===== src/rtl/fifo_rd_packer_if.sv =====
// fifo_rd_packer_if
//   Bundles the FIFO read side and the packed-word stream of fifo_rd_packer.
//   Signal names keep the packer's i_/o_ view so they read the same at both ends.
//
//   master : the packer (pops the FIFO, drives the packed stream)
//   slave  : the environment (FIFO read port, flush source, downstream sink)
//
//   i_fifo_empty  FIFO o_empty
//   o_fifo_r_en   FIFO r_en, one pop per high cycle
//   i_fifo_data   FIFO o_data, valid one cycle after a pop
//   i_flush       single-cycle request to emit any partial word
//   o_valid       packed word available
//   i_ready       downstream accepts the word
//   o_data        packed word, lane k at [k*P_DATA_W +: P_DATA_W]
//   o_bcnt        number of valid lanes in o_data
interface fifo_rd_packer_if #(
    parameter int P_DATA_W = 8,
    parameter int P_RATIO  = 4,
    parameter int P_CNT_W  = $clog2(P_RATIO + 1)
);
    logic                          i_fifo_empty;
    logic                          o_fifo_r_en;
    logic [P_DATA_W-1:0]           i_fifo_data;
    logic                          i_flush;
    logic                          o_valid;
    logic                          i_ready;
    logic [P_DATA_W*P_RATIO-1:0]   o_data;
    logic [P_CNT_W-1:0]            o_bcnt;

    modport master (
        input  i_fifo_empty, i_fifo_data, i_flush, i_ready,
        output o_fifo_r_en, o_valid, o_data, o_bcnt
    );

    modport slave (
        output i_fifo_empty, i_fifo_data, i_flush, i_ready,
        input  o_fifo_r_en, o_valid, o_data, o_bcnt
    );
endinterface


===== src/rtl/fifo_rd_packer.sv =====
// fifo_rd_packer
//   Read-side consumer of the async FIFO, in the FIFO read clock domain.
//   Pops P_DATA_W-bit entries (1-cycle read latency) and packs P_RATIO of them
//   little-endian into one word presented on a valid/ready stream. A flush
//   pulse forces out a partial word; o_bcnt gives the number of valid lanes.
//
//   clk    FIFO read clock
//   rst_n  asynchronous active-low reset
//   bus    fifo_rd_packer_if.master (FIFO read port, flush, packed stream)
module fifo_rd_packer #(
    parameter int P_DATA_W = 8,
    parameter int P_RATIO  = 4,
    parameter int P_CNT_W  = $clog2(P_RATIO + 1)
) (
    input  logic             clk,
    input  logic             rst_n,
    fifo_rd_packer_if.master bus
);

    localparam int                 IDX_W   = (P_RATIO > 1) ? $clog2(P_RATIO) : 1;
    localparam logic [P_CNT_W-1:0] RATIO_C = P_CNT_W'(P_RATIO);
    localparam logic [P_CNT_W-1:0] ONE_C   = P_CNT_W'(1);

    typedef enum logic {S_FILL, S_OUT} state_t;

    state_t                           state, state_nxt;
    logic [P_CNT_W-1:0]               cnt, cnt_nxt, cnt_inc;
    logic                             pend;
    logic                             flush_req, flush_req_nxt;
    logic                             valid, valid_nxt;
    logic [P_CNT_W-1:0]               bcnt, bcnt_nxt;
    logic [P_RATIO-1:0][P_DATA_W-1:0] lanes, lanes_nxt;
    logic [P_CNT_W:0]                 occ;
    logic                             r_en;

    // Lanes already captured plus the one in flight must leave room for another pop.
    // rst_n gating keeps the FIFO untouched while reset is held.
    assign occ     = {1'b0, cnt} + {{P_CNT_W{1'b0}}, pend};
    assign cnt_inc = cnt + ONE_C;
    assign r_en    = rst_n & (state == S_FILL) & ~bus.i_fifo_empty & ~flush_req
                   & (occ < {1'b0, RATIO_C});

    assign bus.o_fifo_r_en = r_en;
    assign bus.o_valid     = valid;
    assign bus.o_data      = lanes;
    assign bus.o_bcnt      = bcnt;

    always_comb begin
        state_nxt     = state;
        cnt_nxt       = cnt;
        lanes_nxt     = lanes;
        valid_nxt     = valid;
        bcnt_nxt      = bcnt;
        flush_req_nxt = flush_req | bus.i_flush;
        case (state)
            S_FILL: begin
                if (pend) begin
                    // In-flight entry is always captured before a flush is looked at.
                    lanes_nxt[cnt[IDX_W-1:0]] = bus.i_fifo_data;
                    cnt_nxt                   = cnt_inc;
                    if (cnt_inc == RATIO_C) begin
                        state_nxt = S_OUT;
                        valid_nxt = 1'b1;
                        bcnt_nxt  = RATIO_C;
                    end
                end else if (flush_req) begin
                    // Consume the flush; a fresh pulse this cycle re-arms it.
                    flush_req_nxt = bus.i_flush;
                    if (cnt != '0) begin
                        state_nxt = S_OUT;
                        valid_nxt = 1'b1;
                        bcnt_nxt  = cnt;
                    end
                end
            end
            S_OUT: begin
                // valid is always set here, so i_ready alone completes the beat.
                if (bus.i_ready) begin
                    state_nxt = S_FILL;
                    valid_nxt = 1'b0;
                    lanes_nxt = '0;
                    bcnt_nxt  = '0;
                    cnt_nxt   = '0;
                end
            end
            default: state_nxt = S_FILL;
        endcase
    end

    always_ff @(posedge clk or negedge rst_n) begin
        if (!rst_n) begin
            state     <= S_FILL;
            cnt       <= '0;
            pend      <= 1'b0;
            flush_req <= 1'b0;
            valid     <= 1'b0;
            bcnt      <= '0;
            lanes     <= '0;
        end else begin
            state     <= state_nxt;
            cnt       <= cnt_nxt;
            pend      <= r_en;
            flush_req <= flush_req_nxt;
            valid     <= valid_nxt;
            bcnt      <= bcnt_nxt;
            lanes     <= lanes_nxt;
        end
    end

endmodule

===== src/flat_wrapper.sv =====
// flat-port wrapper written by rule: the top's interface ports become plain ports
module fifo_rd_packer_flat 
#(
    parameter int P_DATA_W = 8,
    parameter int P_RATIO  = 4,
    parameter int P_CNT_W  = $clog2(P_RATIO + 1)
)
  (clk, rst_n, bus_i_fifo_empty, bus_i_fifo_data, bus_i_flush, bus_i_ready, bus_o_fifo_r_en, bus_o_valid, bus_o_data, bus_o_bcnt);
  fifo_rd_packer_if #(.P_DATA_W(P_DATA_W), .P_RATIO(P_RATIO), .P_CNT_W(P_CNT_W)) bus_i ();
  input  logic clk;
  input  logic rst_n;
  input wire logic [$bits(bus_i.i_fifo_empty)-1:0] bus_i_fifo_empty;
  input wire logic [$bits(bus_i.i_fifo_data)-1:0] bus_i_fifo_data;
  input wire logic [$bits(bus_i.i_flush)-1:0] bus_i_flush;
  input wire logic [$bits(bus_i.i_ready)-1:0] bus_i_ready;
  output wire logic [$bits(bus_i.o_fifo_r_en)-1:0] bus_o_fifo_r_en;
  output wire logic [$bits(bus_i.o_valid)-1:0] bus_o_valid;
  output wire logic [$bits(bus_i.o_data)-1:0] bus_o_data;
  output wire logic [$bits(bus_i.o_bcnt)-1:0] bus_o_bcnt;
  assign bus_i.i_fifo_empty = bus_i_fifo_empty;
  assign bus_i.i_fifo_data = bus_i_fifo_data;
  assign bus_i.i_flush = bus_i_flush;
  assign bus_i.i_ready = bus_i_ready;
  assign bus_o_fifo_r_en = bus_i.o_fifo_r_en;
  assign bus_o_valid = bus_i.o_valid;
  assign bus_o_data = bus_i.o_data;
  assign bus_o_bcnt = bus_i.o_bcnt;
  fifo_rd_packer #(.P_DATA_W(P_DATA_W), .P_RATIO(P_RATIO), .P_CNT_W(P_CNT_W)) u_core (.clk(clk), .rst_n(rst_n), .bus(bus_i));
endmodule

===== config.mk =====
export PLATFORM = sky130hd
export DESIGN_NAME = fifo_rd_packer_flat
export DESIGN_NICKNAME = d
export VERILOG_FILES = /design/src/rtl/fifo_rd_packer_if.sv /design/src/rtl/fifo_rd_packer.sv /design/src/flat_wrapper.sv
export SDC_FILE = /design/constraint.sdc
export NUM_CORES = 1
export LEC_CHECK = 0
export CAP_MARGIN = 5
export CORE_MARGIN = 4
export CORE_UTILIZATION = 35
export CTS_CLUSTER_DIAMETER = 200
export CTS_CLUSTER_SIZE = 40
export DETAILED_ROUTE_END_ITERATION = 7
export GPL_TIMING_DRIVEN = 0
export PLACE_DENSITY = 0.67
export SLEW_MARGIN = 5
export SYNTH_ARGS = -nofsm -noshare
export SYNTH_HDL_FRONTEND = slang
export SYNTH_SLANG_ARGS = --single-unit

===== constraint.sdc =====
create_clock -name clk -period 1.8 [get_ports clk]
set_input_delay 0.54 -clock clk [delete_from_list [all_inputs] [get_ports clk]]
set_output_delay 0.54 -clock clk [all_outputs]
set_load 0.1 [all_outputs]

# [Yosys cells after proc, flatten, opt, wreduce, memory -nomap -nowiden]
# Cells that the tools add are included.
[op_classes] div_mod_pow=0 add_sub_neg=2 bitwise_logic=8 order_cmp=3 n_mux=29 mul=0 n_eq_ne=6 shift=0 reduce_logical=4
[ops] op="2-to-1 mux 32 bit" count=2
[ops] op="case mux 32 bit (2 select lines)" count=1
[ops] op="bitwise mux 32 bit" count=1
[ops] op="2-to-1 mux 3 bit" count=6
[ops] op="demux 8 bit (select 2 bit)" count=1
[ops] op="2-to-1 mux 1 bit" count=13
[ops] op="case mux 3 bit (2 select lines)" count=2
[ops] op="2-to-1 mux 8 bit" count=1
[ops] op="adder 3 x 1 -> 4 bit" count=1
[ops] op="bitwise AND 1 bit" count=4
[ops] op="< comparator 4 x 3 -> 1 bit, second input constant" count=1
[ops] op="case mux 1 bit (2 select lines)" count=2
[ops] op="AND reduction 4 bit" count=1
[ops] op="adder 3 x 1 -> 3 bit, second input constant" count=1
[ops] op="equality test 3 bit, second input constant" count=1
[ops] op="< comparator 2 x 3 -> 1 bit, second input constant" count=1
[ops] op="inequality test 3 x 1 -> 1 bit, second input constant" count=1
[ops] op="inequality test 3 x 2 -> 1 bit, second input constant" count=1
[ops] op="inequality test 3 bit, second input constant" count=1
[ops] op="NOT 1 bit" count=3
[ops] op="nonzero test 3 bit" count=1
[ops] op="greater-or-equal comparator 2 x 1 -> 1 bit, second input constant" count=1
[ops] op="inequality test 2 x 1 -> 1 bit, second input constant" count=1
[ops] op="inequality test 2 bit, second input constant" count=1
[ops] op="other kinds (3)" count=3
[totals] wordCells=62 mem_bits_ro=0 out_inout_bits=37 inputBits=13 latchBits=0 ramBits=0 n_memories=0 reg_bits=42

# [Logic depth before layout (Yosys ltp)]
[depth] word_depth=7 depth_mapped=5 depth_no_buf=5

# [Worst setup path before layout]
# OpenSTA, ideal clock, no wires.
[synth_path] kind="register to output" from="register u_core.state" to="output bus_o_fifo_r_en" path_stages_with_launch=4 required_ns=1.260 slack_ns=-1.157 path_buffers=1 arrival_time_ns=2.417 cell_sequence="dfrtp_1 buf_6 or4b_1 a311oi_2"
[synth_between] elab_chain_cells=5
[synth_rtl] element="from (decl)" line="fifo_rd_packer.sv:26" source="state_t state, state_nxt;"
[synth_rtl] element="from (signal assigned)" line="fifo_rd_packer.sv:100" source="state <= state_nxt;"
[synth_rtl] element="NOT 1 bit" line="fifo_rd_packer.sv:40" source="assign r_en = rst_n & (state == S_FILL) & ~bus.i_fifo_empty & ~flush_req"
[synth_rtl] element="bitwise AND 1 bit (3 in a row)" line="fifo_rd_packer.sv:40"
[synth_rtl] element="bitwise AND 1 bit" line="fifo_rd_packer.sv:41" source="& (occ < {1'b0, RATIO_C});"
[synth_rtl] element="to (decl)" line="flat_wrapper.sv:16" source="output wire logic [$bits(bus_i.o_fifo_r_en)-1:0] bus_o_fifo_r_en;"
# No other way between the ends.

# [Worst setup path after layout]
# Same ends and word-level chain as after synthesis.

==> out/results.ini <==
[setup_path]
startpoint=u_core.state
rr_endpoint=u_core.bus.o_bcnt[2]
path_class=flip-flop to output port
path_max_fanout=3
r2r_setup_slack_ns=0.13
crit_required_ns=1.26
end_kind=output port
reg2reg_from=u_core.cnt[0]
cp_num_buf_inv=1
r2r_cells=5
worst-path-stages=3
slowest_stage=or4b_4
crit_path_end=bus_o_fifo_r_en
critical-path-max-stage-delay_ns=0.51
path_cells=or4b_4, a311oi_4, buf_12
cp-start-kind=flip-flop
crit_arrival_ns=1.81
cp_top_family=simple AND/OR/NAND/NOR gates

[timing]
setup_viol=1
min_period_ns=2.35
hold_viol=0
slew_headroom_pct=63.9
fin_ws_ns=-0.549
finClkSkew_ns=0.00863
period_share_pct=130
grt_setup_unrepaired=true
drv_slew=0
max_freq_mhz=426
tns_ns=-0.549
worstMarginPinSlew_ns=0.544

[global_routing]
overflow=0
grt_start_max_net_pins=17
grt_pass1_wl_um=8540
grtUsageTotal_pct=15.3
grt_pass1_vias=1702
antenna_found_initial=0

[cts]
htreeDepth=2
cts_buffer_depth=2
clkLatencyLatePin_ns=0.30
cts_inserted_buffers=5
cts_hold_buf=0
cts.sinks=42
cts.clk_slew.worst_paths_ns=0.08
root_buffer=clkbuf_8
cts_tree=done

[place]
hpwlAfterDp_um=3420
routabilityCongestion=0.773
port_buffers=49

[floorplan]
dieWidth_um=83.8
die_area_um2=7030
ios=50
rows=27
initial_utilization_pct=36.3
die_h_um=83.8
core-area_um2=5540

[synthesis]
synth.area.top_cells=dfrtp_1 52%, mux2i_1 17%, o21ai_0 9.0%
ys_types=23
synthesis.nets=209
ys_seq_area_share_pct=52.2
netlist_area_um2=2010
yosys.area.top_type=dfrtp_1
synth_top_area_share_pct=52.2
netlist_instances=191
synth_area_per_cell_um2=10.5
yosys_warnings=0
ys_ff_latch=42

[route]
first_pass_iters=4
wl_per_cell_um=15.3
vias=1614
antenna_left=0
viasPerCell=4.95
drt_iter0_drc=88
wl_um=4990
drc=0

[job]
cap_violations=0

[layout]
diodes=0
area.growth.synth_to_final_pct=33.5
final_nets=271
fin_util_pct=48.5
drive_gt1_share_pct=26.4

[status]
violations=negative setup slack
status=complete, but fails checks

[worst_hold_path]
hp-class=input pin to asynchronous set/reset pin

==> worst min-delay path by stage <==
stage | startpoint | endpoint | slack (ns)
CTS | rst_n | u_core.bus.o_data[1] | 0.04
detailed placement | rst_n | u_core.bus.o_data[8] | 0.48
global route | rst_n | u_core.bus.o_data[1] | 0.02
global placement | u_core.bus.o_data[26] | u_core.bus.o_data[26] | 0.49
finish | rst_n | u_core.bus.o_data[1] | 0.03
floorplan | rst_n | u_core.bus.o_bcnt[0] | 0.24
==> placed cells by master (no fill, tap or decap), types with 2 or more instances in the layout <==
cell type and count:
clkdlybuf4s18_2 5, o22ai_1 2, dfrtp_1 39, clkbuf_8 5
mux2i_1 35, buf_2 32, nand2b_1 2, inv_1 6
nand2_2 3, buf_12 3, clkdlybuf4s15_2 3, dfrtp_2 3
o21ai_0 36, nand2_1 39, nor2b_1 2, clkbuf_1 4
ha_1 5, buf_4 5, clkdlybuf4s50_1 11
==> sequential cells by signal, summed over array words and instances, names as in the netlist <==
signal,count
u_core.bus.o_bcnt,3
u_core.bus.o_valid,1
u_core.cnt,3
u_core.bus.o_data,32
u_core.flush_req,1
u_core.state,1
u_core.pend,1
==> layer usage <==
layer | GRT usage (%) | part of all wire (%)
met1 | 20.3 | 48
met2 | 23.3 | 45
met3 | 4.34 | 5.0
met4 | 6.43 | 1.8
met5 | 0 | 0
==> kinds of logic after synthesis <==
| kind of cell | synth area share (%) |
|---|---|
| DFF | 52.2 |
| buffers and inverters | 3.79 |
| adders and majority gates | 3.11 |
| xor gates and xnor gates | 0.435 |
| muxes | 17.4 |
| AOI/OAI and AO/OA | 12.1 |
| and+or+nand+nor | 10.9 |
==> worst reg2reg max path, cell delays in order, from the launching register on <==
cell     delay [ns]
dfrtp_2        0.46
inv_1          0.09
ha_1           0.24
nor4b_1        0.16
a311o_2        0.41
a32o_1         0.21
==> cells in the mapped netlist, drive strengths merged <==
library cell / number
nor2b: 2
nor4b: 1
a32o: 1
or2: 1
buf: 6
a21o: 1
nand2: 42
a311o: 1
mux2i: 35
o21ai: 36
a22o: 1
nor2: 1
nand2b: 2
inv: 6
clkbuf: 3
or4b: 1
a311oi: 1
ha: 5
dfrtp: 42
xnor2: 1
o22ai: 2
==> per-stage QoR <==
step | worst slack, ns | area [um2] | hold WS (ns) | std cells
2_1_floorplan | -0.757 | 2030 | 0.244 | 191
3_3_place_gp | -3.29 | 2610 | 0.488 | 312
3_5_place_dp | -1.85 | 2620 | 0.476 | 313
4_1_cts | -0.553 | 2830 | 0.0375 | 325
5_1_grt | -0.605 | 2690 | 0.0166 | 326
6_report | -0.549 | 2690 | 0.0307 | 326
==> area by class of cell <==
class / count / area [um2]
fillers: 546 / 2860
flip-flops and latches: 42 / 1050
multi-input cells: 134 / 901
repair buffers: 56 / 464
well taps: 72 / 90.1
clock buffers: 6 / 72.6
plain buffers: 8 / 42.5
clock inverters: 2 / 37.5
inverters: 6 / 22.5
==> timing repair <==
| action | in CTS | in global routing |
|---|---|---|
| cloned | 1 | 0 |
| setup endpoints to repair | 37 | 36 |
| gates resized for setup | 134 | 52 |
| setup buffers | 3 | 2 |
| pin swaps | 1 | 3 |
Power is not shown: default switching activity piles up to over one toggle a cycle in this logic, so the estimate is an artifact.
